==> src/rtl/pdm_fader.sv <==
// pdm_fader: CH first-order PDM LED outputs whose levels ramp linearly toward host-written targets.
// Latency: writes show on fading the next cycle and levels move only on prescaler ticks; there is no backpressure, so writes are always accepted.
module pdm_fader #(
    parameter int N  = 16,
    parameter int CH = 4,
    parameter int AW = 2,
    parameter int PW = 12
) (
    input  logic          clk,
    input  logic          rst_n,
    input  logic          wr_en,
    input  logic [AW-1:0] wr_addr,
    input  logic [N-1:0]  wr_target,
    input  logic [N-1:0]  wr_step,
    input  logic [PW-1:0] rate,
    input  logic [AW-1:0] rd_addr,
    output logic [N-1:0]  rd_level,
    output logic [CH-1:0] fading,
    output logic [CH-1:0] O
);

    logic [PW-1:0]        cnt_q;
    logic [PW-1:0]        cnt_d;
    logic                 tick;
    logic [CH-1:0][N-1:0] cur_all;

    // A counter above a freshly lowered rate still ticks at once.
    always_comb begin
        tick  = (cnt_q >= rate);
        cnt_d = tick ? '0 : cnt_q + PW'(1);
    end

    always_ff @(posedge clk or negedge rst_n) begin
        if (!rst_n) begin
            cnt_q <= '0;
        end else begin
            cnt_q <= cnt_d;
        end
    end

    generate
        for (genvar g = 0; g < CH; g++) begin : g_ch
            logic [N-1:0] cur_q;
            logic [N-1:0] cur_d;
            logic [N-1:0] tgt_q;
            logic [N-1:0] step_q;
            logic [N+1:0] sigma_q;
            logic [N+1:0] sigma_d;
            logic [N:0]   sum_w;
            logic [N:0]   diff_w;
            logic         wr_hit;

            assign wr_hit = wr_en && (int'(wr_addr) == g);
            assign sum_w  = {1'b0, cur_q} + {1'b0, step_q};
            assign diff_w = {1'b0, cur_q} - {1'b0, step_q};

            // The extra bit in sum/diff makes overshoot and underflow visible, so both clamp to target.
            always_comb begin
                cur_d = cur_q;
                if (tick && (cur_q != tgt_q)) begin
                    if (step_q == '0) begin
                        cur_d = tgt_q;
                    end else if (cur_q < tgt_q) begin
                        cur_d = (sum_w >= {1'b0, tgt_q}) ? tgt_q : sum_w[N-1:0];
                    end else begin
                        cur_d = (diff_w[N] || (diff_w[N-1:0] <= tgt_q)) ? tgt_q : diff_w[N-1:0];
                    end
                end
            end

            // Feedback {O,O,cur} subtracts full scale whenever the output is high.
            assign sigma_d = sigma_q + {O[g], O[g], cur_q};

            always_ff @(posedge clk or negedge rst_n) begin
                if (!rst_n) begin
                    cur_q   <= '0;
                    tgt_q   <= '0;
                    step_q  <= '0;
                    sigma_q <= '1;
                end else begin
                    cur_q   <= cur_d;
                    sigma_q <= sigma_d;
                    if (wr_hit) begin
                        tgt_q  <= wr_target;
                        step_q <= wr_step;
                    end
                end
            end

            assign O[g]       = ~sigma_q[N+1];
            assign fading[g]  = (cur_q != tgt_q);
            assign cur_all[g] = cur_q;
        end
    endgenerate

    always_comb begin
        rd_level = '0;
        for (int i = 0; i < CH; i++) begin
            if (int'(rd_addr) == i) begin
                rd_level = cur_all[i];
            end
        end
    end

endmodule

==> config.mk <==
export PLATFORM = sky130hd
export DESIGN_NAME = pdm_fader
export DESIGN_NICKNAME = d
export VERILOG_FILES = /design/src/rtl/pdm_fader.sv
export SDC_FILE = /design/constraint.sdc
export NUM_CORES = 1
export LEC_CHECK = 0
export CAP_MARGIN = 20
export CELL_PAD_IN_SITES_DETAIL_PLACEMENT = 0
export CELL_PAD_IN_SITES_GLOBAL_PLACEMENT = 1
export CORE_ASPECT_RATIO = 1.4
export CORE_UTILIZATION = 50
export CTS_BUF_LIST = sky130_fd_sc_hd__clkbuf_16
export CTS_CLUSTER_SIZE = 14
export DETAILED_ROUTE_END_ITERATION = 12
export PLACE_DENSITY = 0.8
export SKIP_CTS_REPAIR_TIMING = 1
export SLEW_MARGIN = 40
export SYNTH_ARGS = -nofsm -noshare
export SYNTH_HDL_FRONTEND = slang
export SYNTH_SLANG_ARGS = --single-unit
==> constraint.sdc <==
create_clock -name clk -period 5.2 [get_ports clk]
set_clock_uncertainty 0.2 [all_clocks]
set_input_delay 1.56 -clock clk [delete_from_list [all_inputs] [get_ports clk]]
set_output_delay 1.56 -clock clk [all_outputs]
set_load 0.05 [all_outputs]
## After elaboration in Yosys (flattened, before gate mapping)

Index checks and enable logic that the tools add are counted.

| cells by class | value |
|---|---|
| multiplexer cells | 21 |
| $add $sub $neg | 13 |
| bitwise logic cells | 4 |
| equality and inequality tests | 10 |
| magnitude comparators | 13 |
| reduce and logical (&&, ||, !) cells | 18 |

Operators with widths:

| cell | number |
|---|---|
| $mux 16 | 20 |
| $add 18x18->18 | 4 |
| $add 16x16->17 | 4 |
| $ge 17x16->1 | 4 |
| $sub 16x16->17 | 4 |
| $le 16x16->1 | 4 |
| $logic_not 16->1 | 4 |
| $lt 16x16->1 | 4 |
| $ne 16x16->1 | 4 |
| $add 12x1->12 const B | 1 |
| $ge 12x12->1 | 1 |
| $mux 12 | 1 |
| $eq 2x2->1 const B | 4 |
| $logic_and 1x1->1 | 8 |
| $eq 2x1->1 const B | 2 |
| $logic_not 2->1 | 2 |
| $logic_or 1x1->1 | 4 |
| $not 1->1 | 4 |

| word-level totals | value |
|---|---|
| bits in registers | 276 |

## Logic depth before layout (Yosys ltp)

| depth | value |
|---|---|
| word-level depth | 6 |
| gate-level depth with buffers | 23 |
| depth with buffers taken out | 22 |

## Worst setup path before layout

No wires, ideal clock.

| timing | value |
|---|---|
| kind | input -> output |
| start point | input port rd_addr[0] |
| end point | output port rd_level[10] |
| path slack | 247 ps |
| stages on the path | 3 |
| arrival | 3193 ps |
| path through | clkbuf_1 -> buf_1 -> mux4_2 |

| between the ends | value |
|---|---|
| longest elaborated chain between the ends | 5 |

Ends and longest elaborated chain:

| element | RTL line | source |
|---|---|---|
| start, declared | 16 | `input logic [AW-1:0] rd_addr,` |
| $logic_not 2->1 | 99 | `if (int'(rd_addr) == i) begin` |
| $mux 16 (3 in series) | 99 |  |
| $mux 16 * | 99 |  |
| end, declared | 17 | `output logic [N-1:0] rd_level,` |

Every way passes the cells marked *; elsewhere a longest branch is shown, timed or not.

## Final worst setup path

| timing | value |
|---|---|
| start point | register g_ch[0].step_q[0] |
| end point | register g_ch[0].cur_q[10] |

| between the ends | value |
|---|---|
| longest elaborated chain between the ends | 6 |

Ends and longest elaborated chain:

| element | RTL line | source |
|---|---|---|
| start, declared | 46 | `logic [N-1:0] step_q;` |
| start signal, assigned | 85 | `step_q <= wr_step;` |
| $sub 16x16->17 | 55 | `assign diff_w = {1'b0, cur_q} - {1'b0, step_q};` |
| $le 16x16->1 | 66 | `cur_d = (diff_w[N] \|\| (diff_w[N-1:0] <= tgt_q)) ? tgt_q : diff_w[N-1:0];` |
| $logic_or 1x1->1 | 66 |  |
| $mux 16 | 66 |  |
| $mux 16 | 63 | `end else if (cur_q < tgt_q) begin` |
| $mux 16 * | 61 | `if (step_q == '0) begin` |
| end signal, assigned | 81 | `cur_q <= cur_d;` |
| end, declared | 43 | `logic [N-1:0] cur_q;` |

Marks and branches as above.
A chain may end at the register's enable or synchronous reset.

==> tab_implementation.tex <==
\begin{tabular}{lr}
\hline
Metric & Value \\
\hline
\multicolumn{2}{l}{\textbf{Outcome}} \\
\quad Run status & complete, no violations \\
\multicolumn{2}{l}{\textbf{Die}} \\
\quad Die height & 267 um \\
\quad Die area & 50,900 um2 \\
\quad I/O pins & 75 \\
\quad Initial core utilization & 0.509 \\
\quad Horizontal die dimension & approximately 190 um \\
\quad Placeable Area & 49,100 um2 \\
\quad Site Rows & 96 \\
\multicolumn{2}{l}{\textbf{Yosys}} \\
\quad Post-Synth XOR/XNOR Area & 0.0585 \\
\quad Post-Synth Simple-Gate Area & 0.140 \\
\quad Combinational family with the most area after synthesis & adder cells \\
\quad Synthesized-area fraction occupied by adder cells & 0.210 \\
\quad Share of synthesized area occupied by flip-flops and latches & 0.280 \\
\quad Share of the synthesized area in the top cell type & 0.204 \\
\quad Cell types with the largest area share after synthesis & sky130\_fd\_sc\_hd\_\_dfrtp\_1 20\%, sky130\_fd\_sc\_hd\_\_ha\_1 20\%, sky130\_fd\_sc\_hd\_\_dfstp\_2 7.6\% \\
\quad Fraction of synthesized area in multiplexers & 0.0611 \\
\quad Cell type with the highest aggregate area in the netlist & sky130\_fd\_sc\_hd\_\_dfrtp\_1 \\
\quad Cell with the most instances after synthesis & sky130\_fd\_sc\_hd\_\_ha\_1 \\
\quad Syn Nets & 3,215 \\
\quad Synthesized cell area & 25,000 um2 \\
\quad Share of async-settable or async-resettable flops after synthesis & 1.00 \\
\quad Predominant post-synthesis flop cell & sky130\_fd\_sc\_hd\_\_dfrtp\_1 \\
\quad Post-synthesis compound-gate area fraction & 0.193 \\
\quad Number of warnings issued by yosys & 0 \\
\quad Most frequent cells after synthesis & 401 x sky130\_fd\_sc\_hd\_\_ha\_1, 268 x sky130\_fd\_sc\_hd\_\_inv\_1, 204 x sky130\_fd\_sc\_hd\_\_dfrtp\_1, 203 x sky130\_fd\_sc\_hd\_\_nor2\_1, 178 x sky130\_fd\_sc\_hd\_\_a21oi\_1 \\
\quad Post-synth EDFFs & 0 \\
\quad Per-instance average area after synthesis & 9.08 um2 \\
\quad Yosys reg bits & 276 \\
\quad Post-synthesis cell type count & 100 \\
\quad Number of standard cells after synthesis & approximately 2,800 \\
\multicolumn{2}{l}{\textbf{Place}} \\
\quad Cell area after placement & 27,100 um2 \\
\quad Post-DP HPWL & approximately 67 mm \\
\quad Instance count after placement with tap cells included & roughly 3,500 \\
\quad Routability cong. & slightly below 1 \\
\quad Count of input and output buffers & 74 \\
\multicolumn{2}{l}{\textbf{Route}} \\
\quad First-pass iteration count of the detailed router & 5 \\
\quad Post-route antenna net violation count & 0 \\
\quad Total routed wirelength & approximately 84 mm \\
\quad Mean routed wirelength per cell & roughly 24 um \\
\quad DR DRC count & 0 \\
\quad Vias per Instance & between 6 and 7 \\
\quad Starting DRC count in detailed routing & 1,377 \\
\quad Vias after detailed routing & approximately 22,000 \\
\multicolumn{2}{l}{\textbf{Global routing}} \\
\quad Aggregate global-route resource usage & 0.337 \\
\quad Via count of the first global-routing pass & 22,100 \\
\quad Maximum number of pins on one net before global-route repair & 77 \\
\quad Global route overflow & 0 \\
\quad Wire length of the first global-routing pass & 129 mm \\
\quad Antenna violations before repair & 6 \\
\multicolumn{2}{l}{\textbf{Final layout}} \\
\quad Fraction of layout instances using a drive strength above 1 & 0.150 \\
\quad Fill cell count & 4,449 \\
\quad Number of non-filler instances in the completed layout & 3,554 \\
\quad Multi-input combinational cell area & 16,700 um2 \\
\quad Nets & 3,354 \\
\quad Register Area & 7000 um2 \\
\quad Area overhead of the layout relative to synthesis & 12.6\% \\
\quad Fin area & 28,100 um2 \\
\multicolumn{2}{l}{\textbf{STA}} \\
\quad Post-route clock period utilization & 0.964 \\
\quad Max-slew violations & 0 \\
\quad Pin slew with the least headroom to its limit & 933 ps \\
\quad Unrepaired setup endpoints after global routing & true \\
\quad Final period demand of the worst path & around 5000 ps \\
\quad Max-slew headroom & 0.376 \\
\quad Number of endpoints with negative hold slack in the final report & 0 \\
\quad Maximum achievable frequency & 200 MHz \\
\quad Setup-violating endpoint count in the final report & 0 \\
\multicolumn{2}{l}{\textbf{Critical path}} \\
\quad Endpoint arrival time on the critical path & 5300 ps \\
\quad Class of the most critical setup path & reg -> reg \\
\quad Category of the worst setup path launch point & register \\
\quad Kind of end point of the critical path & register \\
\quad Maximum fanout count along the critical path & 6 \\
\quad Required time reported for the critical path endpoint & 5480 ps \\
\multicolumn{2}{l}{\textbf{CTS}} \\
\quad Total clock sinks & 276 \\
\quad Number of buffers on the longest clock path & 3 \\
\quad Clock-pin transition on the worst setup and hold timing paths & 60 ps \\
\quad Number of CTS-inserted buffers & 30 \\
\quad Clock root cell & sky130\_fd\_sc\_hd\_\_clkbuf\_16 \\
\quad H-tree depth & 1 \\
\quad Clock latency reported for the late side of the worst-skew pair & 610 ps \\
\quad TritonCTS clock tree & yes \\
\multicolumn{2}{l}{\textbf{Job}} \\
\quad Max-capacitance violation count & 0 \\
\multicolumn{2}{l}{\textbf{Min path}} \\
\quad Worst min path class & reg -> reg \\
\hline
\end{tabular}
-- layer usage --
metal | global-route usage | wire length [um]
met5 | 0 | 13
met4 | 0.242 | 6810
met3 | 0.0517 | 4920
met2 | 0.561 | 39700
met1 | 0.392 | 32900
-- layout make-up --
cell class,count,share of cell area
Antenna cell,3,0.000267
Clock buffer,30,0.0267
Clock inverter,26,0.00671
Inverter,270,0.0360
Multi-Input combinational cell,2114,0.592
Sequential cell,276,0.249
Tap cell,637,0.0283
Timing Repair Buffer,198,0.0611
-- kinds of logic (layout without fill, tap and decap cells) --
logic type / after synthesis / in the layout
AOI/OAI and AO/OA: 717 / 717
and+or+nand+nor: 697 / 697
DFF: 276 / 276
buffers and inverters: 361 / 524
other: 0 / 3
adders and majority gates: 413 / 413
muxes: 120 / 120
xor gates and xnor gates: 167 / 167
-- state kept, by name, indices dropped and copies added, names as in the netlist --
| name | cells |
|---|---|
| cnt_q | 12 |
| g_ch.step_q | 64 |
| g_ch.tgt_q | 64 |
| g_ch.sigma_q | 72 |
| g_ch.cur_q | 64 |
-- layout by cell type, fill, tap and decap left out, drive strengths merged, types with 13 or more instances in the layout --
cell type | synthesis | final
nor3 | 60 | 60
nand2b | 39 | 39
a311oi | 13 | 13
or3 | 14 | 14
dfrtp | 204 | 204
o21ai | 155 | 155
mux4 | 16 | 16
nand3 | 56 | 56
dfstp | 72 | 72
xor2 | 33 | 33
clkdlybuf4s50 | 0 | 57
or2 | 14 | 14
a22oi | 23 | 23
xnor2 | 134 | 134
o22ai | 24 | 24
a211oi | 31 | 31
and2 | 13 | 13
a21o | 53 | 53
o211ai | 26 | 26
and3 | 22 | 22
nor4 | 29 | 29
a31oi | 30 | 30
nand2 | 125 | 125
nor2b | 42 | 42
inv | 270 | 278
o21a | 21 | 21
ha | 401 | 401
o21bai | 16 | 16
clkbuf | 49 | 30
nor2 | 204 | 204
a221oi | 20 | 20
mux2 | 100 | 100
nand4 | 45 | 45
o31ai | 16 | 16
a21oi | 180 | 180
buf | 42 | 141
-- stage by stage --
stage / setup TNS, ps / utilization / hold WS [ps] / worst slack, ps
finish: 0 / 0.573 / 304 / 188
global route: -84.3 / 0.573 / 320 / -39.2
CTS: -6400 / 0.570 / 308 / -583
detailed placement: -5860 / 0.551 / 293 / -543
global placement: -4750 / 0.550 / 287 / -481
floorplan: 0 / - / 267 / 247
-- path summary, 6_finish.rpt --
kind	startpoint	end	slack [ps]	cells past startpoint
setup / recovery	g_ch[0].step_q[0]	g_ch[0].cur_q[10]	190	21
hold / removal	g_ch[3].tgt_q[12]	g_ch[3].tgt_q[12]	300	1
setup reg to reg	g_ch[0].step_q[0]	g_ch[0].cur_q[10]	190	21
hold reg to reg	g_ch[3].tgt_q[12]	g_ch[3].tgt_q[12]	300	1
max in group asynchronous	rst_n	g_ch[2].sigma_q[14]	3120	2
min in group asynchronous	rst_n	g_ch[1].step_q[6]	740	1
-- worst max-delay path: stages (launching register included) --
cell	delay (ps)
sky130_fd_sc_hd__dfrtp_2	460
sky130_fd_sc_hd__ha_1	230
sky130_fd_sc_hd__fa_1	420
sky130_fd_sc_hd__nor2b_1	170
sky130_fd_sc_hd__o311a_1	360
sky130_fd_sc_hd__o41ai_4	270
sky130_fd_sc_hd__buf_4	170
sky130_fd_sc_hd__nand3_1	110
sky130_fd_sc_hd__a21oi_2	200
sky130_fd_sc_hd__xnor2_2	100
sky130_fd_sc_hd__ha_1	380
sky130_fd_sc_hd__nand4_1	100
sky130_fd_sc_hd__a21oi_1	180
sky130_fd_sc_hd__o31ai_2	100
sky130_fd_sc_hd__a31oi_2	230
sky130_fd_sc_hd__o21ai_2	120
sky130_fd_sc_hd__and4_1	220
sky130_fd_sc_hd__buf_4	180
sky130_fd_sc_hd__buf_4	150
sky130_fd_sc_hd__a22oi_2	170
sky130_fd_sc_hd__o2bb2ai_1	80
sky130_fd_sc_hd__mux2_2	260
Power is not shown: default switching activity piles up to over one toggle a cycle in this logic, so the estimate is an artifact.
